===== config.mk =====
export PLATFORM = sky130hd
export DESIGN_NAME = dds_par_rx
export DESIGN_NICKNAME = d
export VERILOG_FILES = /design/src/rtl/dds_par_rx.sv
export SDC_FILE = /design/constraint.sdc
export NUM_CORES = 1
export LEC_CHECK = 0
export ABC_AREA = 0
export ABC_CLOCK_PERIOD_IN_PS = 2850
export CORE_ASPECT_RATIO = 1.2
export CORE_MARGIN = 2
export CORE_UTILIZATION = 60
export CTS_CLUSTER_DIAMETER = 200
export DETAILED_ROUTE_END_ITERATION = 8
export PLACE_DENSITY = 0.84
export SYNTH_ARGS = -nofsm -noshare
export SYNTH_HDL_FRONTEND = slang
export SYNTH_SLANG_ARGS = --single-unit

===== constraint.sdc =====
create_clock -name CLK -period 2.85 [get_ports CLK]
set_input_delay 0.7125 -clock CLK [delete_from_list [all_inputs] [get_ports CLK]]
set_output_delay 0.7125 -clock CLK [all_outputs]
set_load 0.03 [all_outputs]

===== src/rtl/dds_par_rx.sv =====
// dds_par_rx: parallel config-port receiver with shadow/active register file and update transfer.
module dds_par_rx #(
    parameter int CNT_W = 8
) (
    input  logic             CLK,
    input  logic             RESET_N,
    input  logic [5:0]       AIN,
    input  logic [7:0]       DIN,
    input  logic             WRITE,
    input  logic             DDS_RST,
    input  logic             UPDATE,
    output logic [47:0]      FTW1,
    output logic [47:0]      FTW2,
    output logic [13:0]      PTW1,
    output logic [13:0]      PTW2,
    output logic [47:0]      DFW,
    output logic [19:0]      RAMPRATE,
    output logic [2:0]       MODE,
    output logic             TRIANGLE,
    output logic             PLLRANGE,
    output logic             PLLEN,
    output logic [4:0]       CLKMULT,
    output logic [7:0]       CTRL20,
    output logic             PENDING,
    output logic [CNT_W-1:0] WR_CNT,
    output logic             ADDR_ERR,
    output logic             UPD_DONE
);
    typedef enum logic [1:0] {RST, IDLE, DIRTY} state_t;
    typedef struct packed {
        logic [13:0] ptw1;
        logic [13:0] ptw2;
        logic [47:0] ftw1;
        logic [47:0] ftw2;
        logic [47:0] dfw;
        logic [19:0] ramp;
        logic [2:0]  mode;
        logic        triangle;
        logic        pllrange;
        logic        pllen;
        logic [4:0]  clkmult;
        logic [7:0]  ctrl20;
    } regs_t;

    state_t state, state_nxt;
    regs_t  shadow, active, shadow_wr;
    logic   write_q, update_q, wr_evt, upd_evt, mapped, clr, wr_ok, upd_ok;

    assign wr_evt  = WRITE & ~write_q;
    assign upd_evt = UPDATE & ~update_q;
    assign wr_ok   = wr_evt & mapped & ~clr;
    assign upd_ok  = upd_evt & ~clr;

    always_ff @(posedge CLK or negedge RESET_N)
        if (!RESET_N) state <= RST;
        else state <= state_nxt;

    // a write in the update cycle keeps the FSM dirty for the following update
    always_comb
        state_nxt = DDS_RST ? RST : state == RST ? IDLE : wr_ok ? DIRTY : upd_ok ? IDLE : state;

    always_comb begin
        clr     = DDS_RST | (state == RST);
        PENDING = state == DIRTY;
    end

    always_comb begin
        shadow_wr = shadow;
        mapped    = 1'b1;
        case (AIN) inside
            6'h00:          shadow_wr.ptw1[13:8] = DIN[5:0];
            6'h01:          shadow_wr.ptw1[7:0]  = DIN;
            6'h02:          shadow_wr.ptw2[13:8] = DIN[5:0];
            6'h03:          shadow_wr.ptw2[7:0]  = DIN;
            [6'h04:6'h09]:  shadow_wr.ftw1[8*(9-int'(AIN)) +: 8]  = DIN;
            [6'h0A:6'h0F]:  shadow_wr.ftw2[8*(15-int'(AIN)) +: 8] = DIN;
            [6'h10:6'h15]:  shadow_wr.dfw[8*(21-int'(AIN)) +: 8]  = DIN;
            6'h1A:          shadow_wr.ramp[19:16] = DIN[3:0];
            6'h1B:          shadow_wr.ramp[15:8]  = DIN;
            6'h1C:          shadow_wr.ramp[7:0]   = DIN;
            6'h1E:          {shadow_wr.pllrange, shadow_wr.pllen, shadow_wr.clkmult} = DIN[6:0];
            6'h1F:          {shadow_wr.mode, shadow_wr.triangle} = {DIN[6:4], DIN[2]};
            6'h20:          shadow_wr.ctrl20 = DIN;
            default:        mapped = 1'b0;
        endcase
    end

    always_ff @(posedge CLK or negedge RESET_N)
        if (!RESET_N) begin
            write_q  <= 1'b0;
            update_q <= 1'b0;
            shadow   <= '0;
            active   <= '0;
            WR_CNT   <= '0;
            ADDR_ERR <= 1'b0;
            UPD_DONE <= 1'b0;
        end else begin
            write_q  <= WRITE;
            update_q <= UPDATE;
            UPD_DONE <= upd_ok;
            ADDR_ERR <= DDS_RST ? 1'b0 : (wr_evt & ~mapped & ~clr) | ADDR_ERR;
            if (clr) begin
                shadow <= '0;
                active <= '0;
                WR_CNT <= '0;
            end else begin
                if (upd_ok) active <= shadow;
                if (wr_ok) shadow <= shadow_wr;
                WR_CNT <= upd_ok ? CNT_W'(wr_ok) : (wr_ok & ~&WR_CNT) ? WR_CNT + CNT_W'(1) : WR_CNT;
            end
        end

    assign FTW1     = active.ftw1;
    assign FTW2     = active.ftw2;
    assign PTW1     = active.ptw1;
    assign PTW2     = active.ptw2;
    assign DFW      = active.dfw;
    assign RAMPRATE = active.ramp;
    assign MODE     = active.mode;
    assign TRIANGLE = active.triangle;
    assign PLLRANGE = active.pllrange;
    assign PLLEN    = active.pllen;
    assign CLKMULT  = active.clkmult;
    assign CTRL20   = active.ctrl20;
endmodule

After elaboration in Yosys (flattened, before gate mapping) --
Cells that the tools add are included.
Storage, ports and cells: register bits after elaboration 436, input port bits 19, output and inout port bits 222, word-level logic and storage cells 245
Operators by class: add/sub/neg operators 7, order comparisons 6, equal/unequal tests 22, shift operators 6, muxes and demuxes 119, bitwise logic cells 14, reductions and logical operators 37
Operator list (count):
- $mux W48 | 18
- $mux W211 | 4
- $mux W8 | 41
- $bwmux W48 | 3
- $shift A8 B33 Y48 const A | 3
- $shiftx A8 B33 Y48 | 3
- $neg A10 Y33 | 3
- $mux W4 | 20
- $mux W7 | 11
- $eq A6 B5 Y1 const B | 5
- $reduce_bool A2 Y1 | 15
- $mux W6 | 4
- $ne A2 B2 Y1 const B | 12
- $reduce_and A8 Y1 | 2
- $mux W1 | 14
- $reduce_and A14 Y1 | 1
- $sub A4 B6 Y7 const A | 2
- $reduce_and A13 Y1 | 1
- $eq A6 B2 Y1 const B | 2
- $le A6 B4 Y1 const B | 2
- $reduce_and A12 Y1 | 1
- $reduce_and A11 Y1 | 1
- $reduce_and A10 Y1 | 1
- $reduce_and A9 Y1 | 1
- 25 further kinds | 41

Logic depth before layout (Yosys ltp) --
Gate-level depths: netlist (run 1).
depth in word-level cells 20, mapped depth 18, depth with buffers taken out 15

Least setup slack after synthesis (run 1) --
Ideal clock, no wire load.
path kind input to register, from input port AIN[2], to register shadow[136] in the netlist's numbering, setup time 0.132 ns, data arrival time 4.164 ns, data required time 2.718 ns, setup slack -1.446 ns, stages on the path 17, buffers on the path 2, cell sequence buf_2 > buf_2 > inv_1 > ha_1 > nand2b_1 > a21o_1 > and2_1 > nor2_1 > nand3_1 > ha_1 > nor4b_1 > o211ai_1 > a21oi_1 > a221oi_1 > nor4_4 > mux2i_1 > nor2_1
On the way: word-level cells in the longest chain between the ends 18, elaborated cells between the ends (all ways) 53, those cells by class add/sub (2); order compare (6); eq/ne (13); shift (2); mux (21); bitwise (2); reduce/logical (7)
Ends and longest elaborated chain:
- start: declaration | line 7 | input logic [5:0] AIN,
- parallel branches: the longest is 18 deep, another holds $neg A10 Y33
- end signal: assignment | line 108 | if (wr_ok) shadow <= shadow_wr;
- end: declaration | line 46 | regs_t shadow, active, shadow_wr;
Several ways; the timed one is not identified. The select of a mux whose other input is x is not followed. A chain may end at the register's enable or synchronous reset.

Worst setup path after layout (run 1) --
from input port AIN[1], to register shadow[76] in the netlist's numbering
On the way: word-level cells in the longest chain between the ends 18, elaborated cells between the ends (all ways) 57, those cells by class add/sub (2); order compare (6); eq/ne (15); shift (2); mux (23); bitwise (2); reduce/logical (7)
Ends and longest elaborated chain:
- parallel branches: the longest is 18 deep, another holds $neg A10 Y33
Several ways; the timed one is not identified. The select of a mux whose other input is x is not followed.

==> flow_summary.json, run 1 <==
{
  "hold_class": "in -> async",
  "mappedNetlistArea_sq_um": 19300,
  "reg2reg_from": "write_q",
  "via_per_inst": 6.04,
  "power_report.internal_total_mw": 9.97,
  "worst_clock_skew_ps": 20.2,
  "clock_latency_ps": 560,
  "yosysUniqueCellTypes": 74,
  "path_class": "in -> reg",
  "p_comb_share_pct": 9.7,
  "post_drt_wl_per_cell_microns": 21.1,
  "clock_tree_from_tritoncts": "yes",
  "timing.critical_path.arrival_ps": 4000,
  "met3WireLength_microns": 4160,
  "sequentialPowerShare_pct": 47.1,
  "cts_root_buf": "sky130_fd_sc_hd__clkbuf_16",
  "port-buffer-count": 240,
  "design_area_sq_um": 26100,
  "grt_max_degree": 130,
  "routedLengthMet1_microns": 22000,
  "power.net_switching_mw": 3.20,
  "finalNetCount": 2430,
  "hold_violations": 0,
  "grt_use_total_pct": 33.8,
  "core.rowCount": 71,
  "max_cap_viol_count": 0,
  "power.clock.fraction_pct": 43.2,
  "initial_core_util_pct": 61.2,
  "number_of_instances_in_the_synthesized_netlist": 2001,
  "power.ir.vdd_worst_mv": 0.424,
  "syn_avg_cell_area_sq_um": 9.64,
  "globalplace.congestion": 0.909,
  "synth.ff_latch_count": 436,
  "routed_wirelength_microns": 59100,
  "synth-seq-area-share_pct": 56.6,
  "detail-route-antenna-nets": 0,
  "synthesis.nets": 2057,
  "grt_antenna_before_repair": 0,
  "htreeDepth": 2,
  "preCtsSetupSlack_ps": -1680,
  "dpl_cell_area_sq_um": 23500,
  "clock_path_buffers": 3,
  "dp_hpwl_microns": 35600,
  "io-pin-count": 241,
  "worst_setup_path_startpoint": "AIN[1]",
  "max_freq_ghz": 0.280,
  "share_of_flip_flops_with_an_asynchronous_set_or_reset_after_synthesis_pct": 100,
  "dieHeight_microns": 200,
  "grt_pass1_vias": 17465,
  "synthToLayoutAreaGrowth_pct": 35.2,
  "failed_checks": "negative setup slack",
  "grt_overflow_total": 0,
  "hold_buffers": 0,
  "clock_sinks": 436,
  "design.die.area_sq_um": 33600,
  "setup_violations": 145,
  "number_of_filler_instances_in_the_final_layout": 1678,
  "grt_first_pass_wirelength_microns": 91200,
  "number_of_violations_reported_at_the_end_of_detailed_routing_iteration_0": 1896,
  "slew_violations": 0,
  "ys_warn_count": 0,
  "route.vias.total": 16936,
  "layout_setup_ws_ps": -720,
  "p_leak_nw": 11.3,
  "floorplan.core_area_sq_um": 31500,
  "drtPass1Iterations": 6,
  "final.period_utilization_pct": 125,
  "post-route-min-period_ps": 3570,
  "unrepaired_setup_endpoints_after_global_routing": "true",
  "wl_met2_microns": 30000,
  "power.share.switching_pct": 24.3,
  "clk_pin_slew_ps": 60,
  "worst-path-max-fanout": 8,
  "die_width_microns": 168,
  "required_ps": 3280,
  "synth_top_flop_cell": "sky130_fd_sc_hd__dfrtp_1",
  "cts_inserted_buffers": 41,
  "run_status": "complete, but fails checks",
  "synth-edff-count": 0,
  "start_kind": "input pin",
  "setup.reg_to_reg.worst_slack_ps": 680,
  "highest_layer": "met4",
  "post_route_cells_drive_above_1_share_pct": 19.0,
  "final_routed_drc_violation_total": 0,
  "pwr_density_cell_nw_per_um2": 505,
  "tightestPinTransition_ps": 801,
  "final_antenna_diode_count": 0,
  "critPathCaptureType": "register",
  "slew_headroom_pct": 46.6
}
[synth_stat cells (all sizes together) (10+ instances only)]
master / count / share of area [%]
nand4: 22 / 0.71
ha: 37 / 2.4
xor2: 11 / 0.54
nand2: 566 / 11
nand2b: 10 / 0.32
buf: 26 / 0.71
nand3: 73 / 2.0
nor2: 125 / 2.5
o21ai: 47 / 1.2
mux2i: 119 / 6.2
dfrtp: 436 / 57
a21oi: 238 / 6.2
nor4: 14 / 0.78
clkbuf: 117 / 2.3
nor3: 18 / 0.60
a22o: 32 / 1.5
inv: 10 / 0.19
[power groups by stage]
| stage | Clock (mW) | Sequential, mW | Combinational [mW] |
|---|---|---|---|
| 4_1_cts | 5.71 | 6.20 | 1.16 |
| 3_5_place_dp | 0 | 6.31 | 1.07 |
| 5_1_grt | 5.96 | 6.19 | 1.36 |
| 3_3_place_gp | 0 | 6.31 | 1.05 |
| 6_report | 5.69 | 6.20 | 1.28 |
| 2_1_floorplan | 0 | 6.31 | 0.517 |
[cell type report]
type	instances	area (sq um)	area share, %
Clock buffer	60	1220	4.68
Clock inverter	14	174	0.667
Inverter	10	55.1	0.211
Multi-Input combinational cell	1413	8650	33.1
Sequential cell	436	10900	41.8
Tap cell	401	502	1.92
Timing Repair Buffer	471	4570	17.5
Timing Repair inverter	1	7.51	0.0288
[placed cells by master, fill, tap and decap left out, types with 7 or more instances in the layout]
cell type,instances
sky130_fd_sc_hd__a21oi_1,227
sky130_fd_sc_hd__a21oi_2,11
sky130_fd_sc_hd__a22o_1,32
sky130_fd_sc_hd__buf_12,27
sky130_fd_sc_hd__buf_2,10
sky130_fd_sc_hd__buf_4,174
sky130_fd_sc_hd__buf_6,25
sky130_fd_sc_hd__clkbuf_1,9
sky130_fd_sc_hd__clkbuf_16,43
sky130_fd_sc_hd__clkbuf_8,8
sky130_fd_sc_hd__clkdlybuf4s50_1,226
sky130_fd_sc_hd__clkinv_2,9
sky130_fd_sc_hd__dfrtp_1,436
sky130_fd_sc_hd__ha_1,20
sky130_fd_sc_hd__ha_4,15
sky130_fd_sc_hd__mux2i_1,111
sky130_fd_sc_hd__nand2_1,558
sky130_fd_sc_hd__nand2_2,7
sky130_fd_sc_hd__nand2b_1,7
sky130_fd_sc_hd__nand3_1,59
sky130_fd_sc_hd__nand3_4,8
sky130_fd_sc_hd__nand4_1,22
sky130_fd_sc_hd__nor2_1,113
sky130_fd_sc_hd__nor3_1,10
sky130_fd_sc_hd__nor4_4,8
sky130_fd_sc_hd__o21ai_0,27
sky130_fd_sc_hd__o21ai_1,19
sky130_fd_sc_hd__or3_1,7
sky130_fd_sc_hd__xnor2_1,7
sky130_fd_sc_hd__xor2_1,10
[worst max-delay path, cell delays in order]
cell and delay, ps:
sky130_fd_sc_hd__buf_12 110, sky130_fd_sc_hd__ha_4 140, sky130_fd_sc_hd__and4bb_2 310, sky130_fd_sc_hd__a21oi_2 40, sky130_fd_sc_hd__o21a_1 210, sky130_fd_sc_hd__nor3_4 210
sky130_fd_sc_hd__nand2_2 110, sky130_fd_sc_hd__ha_4 220, sky130_fd_sc_hd__buf_4 150, sky130_fd_sc_hd__nor4bb_4 440, sky130_fd_sc_hd__nand3_2 180, sky130_fd_sc_hd__nor4_4 330
sky130_fd_sc_hd__and2_4 230, sky130_fd_sc_hd__a41oi_2 150, sky130_fd_sc_hd__buf_6 180, sky130_fd_sc_hd__a22o_1 260
[per-layer routing]
layer | track usage, % | vias to the layer above
li1 | - | 7484
met1 | 41.9 | 8409
met3 | 5.93 | 220
met2 | 57.5 | 823
met4 | 16.9 | 0
met5 | 0 | -
[flip-flops by register name, summed over array words and instances, names as in the netlist]
register / cells
RAMPRATE: 20
update_q: 1
ADDR_ERR: 1
shadow: 211
TRIANGLE: 1
UPD_DONE: 1
CTRL20: 8
PTW2: 14
DFW: 48
FTW2: 48
CLKMULT: 5
PLLRANGE: 1
WR_CNT: 8
write_q: 1
MODE: 3
state: 2
FTW1: 48
PLLEN: 1
PTW1: 14
[stage by stage]
stage	setup TNS (ps)	utilization [%]	power (mW)	hold slack, ps	std cells
final	-61620	82.7	13.2	161	2806
after floorplan	-117730	-	6.83	417	2001
after global routing	-81410	82.7	13.5	195	2806
after global placement	-251930	74.5	7.36	464	2686
after CTS	-36080	81.2	13.1	169	2784
after detailed placement	-268150	74.5	7.38	473	2686
[cell families after synthesis]
family          Yosys count  share of synthesized area (%)
xor+xnor                 20                          0.986
flops                   436                           56.6
compound gates          345                           10.2
mux                     120                           6.23
simple gates            890                           20.4
buf+inv                 153                           3.18
fa+ha+maj                37                           2.40
[what timing repair did]
action,4_1_cts,5_1_grt
gates cloned,4,3
pin swaps,48,34
setup endpoints to repair,215,188
endpoints found under the hold margin,0,0
gates resized for setup,123,79
buffers inserted,21,21
[final timing paths]
check | to | depth (start not counted)
max | shadow[76] | 16
min | DFW[2] | 1
max reg2reg | shadow[41] | 9
min reg2reg | shadow[122] | 2
max in group asynchronous | FTW1[25] | 2
min in group CLK | shadow[122] | 2
No activity file was read; power rests on OpenSTA's default activity.
==> run 2, diff against run 1 <==
--- a/config.mk
+++ b/config.mk
@@ -6,13 +6,14 @@
 export NUM_CORES = 1
 export LEC_CHECK = 0
 export ABC_AREA = 0
-export ABC_CLOCK_PERIOD_IN_PS = 2850
+export ABC_CLOCK_PERIOD_IN_PS = 4150
 export CORE_ASPECT_RATIO = 1.2
 export CORE_MARGIN = 2
-export CORE_UTILIZATION = 60
+export CORE_UTILIZATION = 29
 export CTS_CLUSTER_DIAMETER = 200
+export CTS_CLUSTER_SIZE = 16
 export DETAILED_ROUTE_END_ITERATION = 8
-export PLACE_DENSITY = 0.84
+export PLACE_DENSITY = 0.46
 export SYNTH_ARGS = -nofsm -noshare
 export SYNTH_HDL_FRONTEND = slang
 export SYNTH_SLANG_ARGS = --single-unit
==> constraint.sdc (replaced) <==
create_clock -name CLK -period 4.15 [get_ports CLK]
set_input_delay 1.0375 -clock CLK [delete_from_list [all_inputs] [get_ports CLK]]
set_output_delay 1.0375 -clock CLK [all_outputs]
set_load 0.03 [all_outputs]
==> run 2 against run 1 <==
Effect of this change:
- the flow now finishes without violations
- non-clock buffer count decreased by 70
- routed wire length increased by 3.2%
- largest power group unchanged
- sequential share of layout area increased by 2.2 points
- first-iteration DRC count decreased by 56%
==> flow_summary.json, run 2 (synthesized netlist as in run 1, its figures left out) <==
{
  "grt_overflow_total": 0,
  "final_cell_mix": "sky130_fd_sc_hd__nand2_1 (565), sky130_fd_sc_hd__dfrtp_1 (436), sky130_fd_sc_hd__a21oi_1 (238), sky130_fd_sc_hd__clkdlybuf4s50_1 (228), sky130_fd_sc_hd__buf_4 (135)",
  "io-pin-count": 241,
  "timing.critical_path.arrival_ps": 4470,
  "routed_wirelength_microns": 61000,
  "largest_register": "shadow",
  "slew_headroom_pct": 38.0,
  "post-route-min-period_ps": 3930,
  "clock_tree_from_tritoncts": "yes",
  "hold_class": "reg -> reg",
  "design.die.area_sq_um": 68600,
  "final_routed_drc_violation_total": 0,
  "via_per_inst": 4.79,
  "tightestPinTransition_ps": 930,
  "finalNetCount": 2348,
  "route.vias.total": 15259,
  "p_leak_nw": 10.4,
  "grt_max_degree": 120,
  "cts_inserted_buffers": 31,
  "core.rowCount": 103,
  "cts_root_buf": "sky130_fd_sc_hd__clkbuf_16",
  "port-buffer-count": 240,
  "initial_core_util_pct": 29.3,
  "finish.cell_count_without_fillers": 3185,
  "clk_pin_slew_ps": 80,
  "drtPass1Iterations": 5,
  "run_status": "complete, no violations",
  "clock_path_buffers": 3,
  "max_stage_delay_ps": 550,
  "grt_pass1_vias": 15767,
  "power.ir.vdd_worst_mv": 0.290,
  "flip_flop_count_of_the_largest_register_after_layout": 211,
  "dieHeight_microns": 287,
  "grt_first_pass_wirelength_microns": 95100,
  "critPathSlowestCell": "sky130_fd_sc_hd__or4b_1",
  "hold_violations": 0,
  "htreeDepth": 1,
  "pwr_density_cell_nw_per_um2": 315,
  "detail-route-antenna-nets": 0,
  "post_route_cells_drive_above_1_share_pct": 11.9,
  "floorplan.core_area_sq_um": 65900,
  "whs_ps": 487,
  "synthToLayoutAreaGrowth_pct": 28.5,
  "post_drt_wl_per_cell_microns": 19.2,
  "grt_antenna_before_repair": 2,
  "crit_path_frequent_cell": "sky130_fd_sc_hd__buf_4",
  "placedCellCount": 3150,
  "max_freq_ghz": 0.255,
  "crit_chain": "clkdlybuf4s50_1 -> inv_2 -> buf_4 -> ha_4 -> buf_4 -> nand4_1 -> ha_1 -> or4b_1 -> nor4_2 -> o211ai_1 -> buf_4 -> nand2b_1 -> or3_1 -> a21oi_1",
  "globalplace.congestion": 0.836,
  "grt_use_total_pct": 17.7,
  "required_ps": 4690,
  "max_cap_viol_count": 0,
  "clock_latency_ps": 610,
  "slew_violations": 0,
  "worst_clock_skew_ps": 27.1,
  "worst-path-max-fanout": 9,
  "clock_sinks": 436,
  "dp_hpwl_microns": 40500,
  "setup_violations": 0,
  "die_width_microns": 239,
  "hold_buffers": 0,
  "start_kind": "input pin",
  "layout_commonest_cell": "sky130_fd_sc_hd__nand2_1",
  "critPathCaptureType": "register",
  "path_class": "in -> reg",
  "number_of_violations_reported_at_the_end_of_detailed_routing_iteration_0": 843,
  "unrepaired_setup_endpoints_after_global_routing": "false",
  "final.period_utilization_pct": 94.6
}
-- run 2: changes by cell type in the layout (fill, tap and decap cells not counted), moves of 8 or more --
cell / before / now
sky130_fd_sc_hd__mux2i_1: 111 / 119
sky130_fd_sc_hd__a21oi_1: 227 / 238
sky130_fd_sc_hd__buf_6: 25 / 2
sky130_fd_sc_hd__buf_4: 174 / 135
sky130_fd_sc_hd__a21oi_2: 11 / 0
sky130_fd_sc_hd__clkbuf_8: 8 / 0
sky130_fd_sc_hd__clkbuf_1: 9 / 0
sky130_fd_sc_hd__o21ai_0: 27 / 41
sky130_fd_sc_hd__ha_1: 20 / 30
sky130_fd_sc_hd__nand3_4: 8 / 0
sky130_fd_sc_hd__clkinv_2: 9 / 0
sky130_fd_sc_hd__clkbuf_16: 43 / 31
sky130_fd_sc_hd__ha_4: 15 / 7
sky130_fd_sc_hd__o21ai_1: 19 / 5
-- run 2: final timing paths --
check	startpoint	to	slack (ps)	depth (start not counted)
max	AIN[5]	shadow[114]	220	14
min	shadow[119]	shadow[119]	490	2
max reg2reg	write_q	shadow[88]	1990	7
min reg2reg	shadow[119]	shadow[119]	490	2
max in group asynchronous	RESET_N	PTW1[13]	2700	2
min in group asynchronous	RESET_N	shadow[134]	500	1
-- run 2: stage by stage --
stage | cell area [sq um] | power [mW] | util [%] | setup TNS [ps] | setup WS (ps)
after floorplan | 19400 | 4.68 | - | 0 | 3.02
after global routing | 24800 | 8.16 | 37.6 | 0 | 26.4
final | 24800 | 7.80 | 37.6 | 0 | 223
after detailed placement | 23800 | 5.07 | 36.1 | -66340 | -571
after CTS | 24600 | 7.94 | 37.3 | 0 | 89.4
after global placement | 23800 | 5.06 | 36.1 | -61500 | -472
-- run 2: worst max-delay path, delay by kind of cell --
| kind | cells | cell delay (ps) |
|---|---|---|
| AND/OR/NAND/NOR | 5 | 1480 |
| AO/OA/AOI/OAI | 2 | 360 |
| adder cells (fa/ha/maj) | 2 | 510 |
| buffers and inverters | 5 | 1090 |
-- run 2: per-layer routing --
metal  GRT usage [%]  vias to the layer above  share of wire, %
met4            4.25                        2               2.2
met2            30.8                      276                51
li1                -                     7296                 -
met5               0                        -             0.021
met1            23.2                     7611                43
met3            2.26                       74               3.8
-- run 2: report_power, final --
| part | switching, mW | internal [mW] | leakage [nW] |
|---|---|---|---|
| logic | 0.522 | 0.212 | 3.95 |
| clock network | 1.49 | 1.32 | 0.393 |
| registers | 0.00203 | 4.25 | 6.09 |
-- run 2: cell type report --
type / instances / area (sq um)
tap: 892 / 1120
fill: 6654 / 41100
timing repair buffer: 401 / 3890
inverter: 10 / 43.8
clock inverter: 2 / 25.0
sequential: 436 / 10900
multi-input combinational: 1412 / 8020
antenna: 1 / 2.50
clock buffer: 31 / 776
-- run 2: what timing repair did --
| action | in CTS | in global routing |
|---|---|---|
| gates resized for setup | 0 | 31 |
| endpoints found under the hold margin | 0 | 0 |
| setup endpoints to repair | 0 | 127 |
| buffers inserted | 0 | 1 |
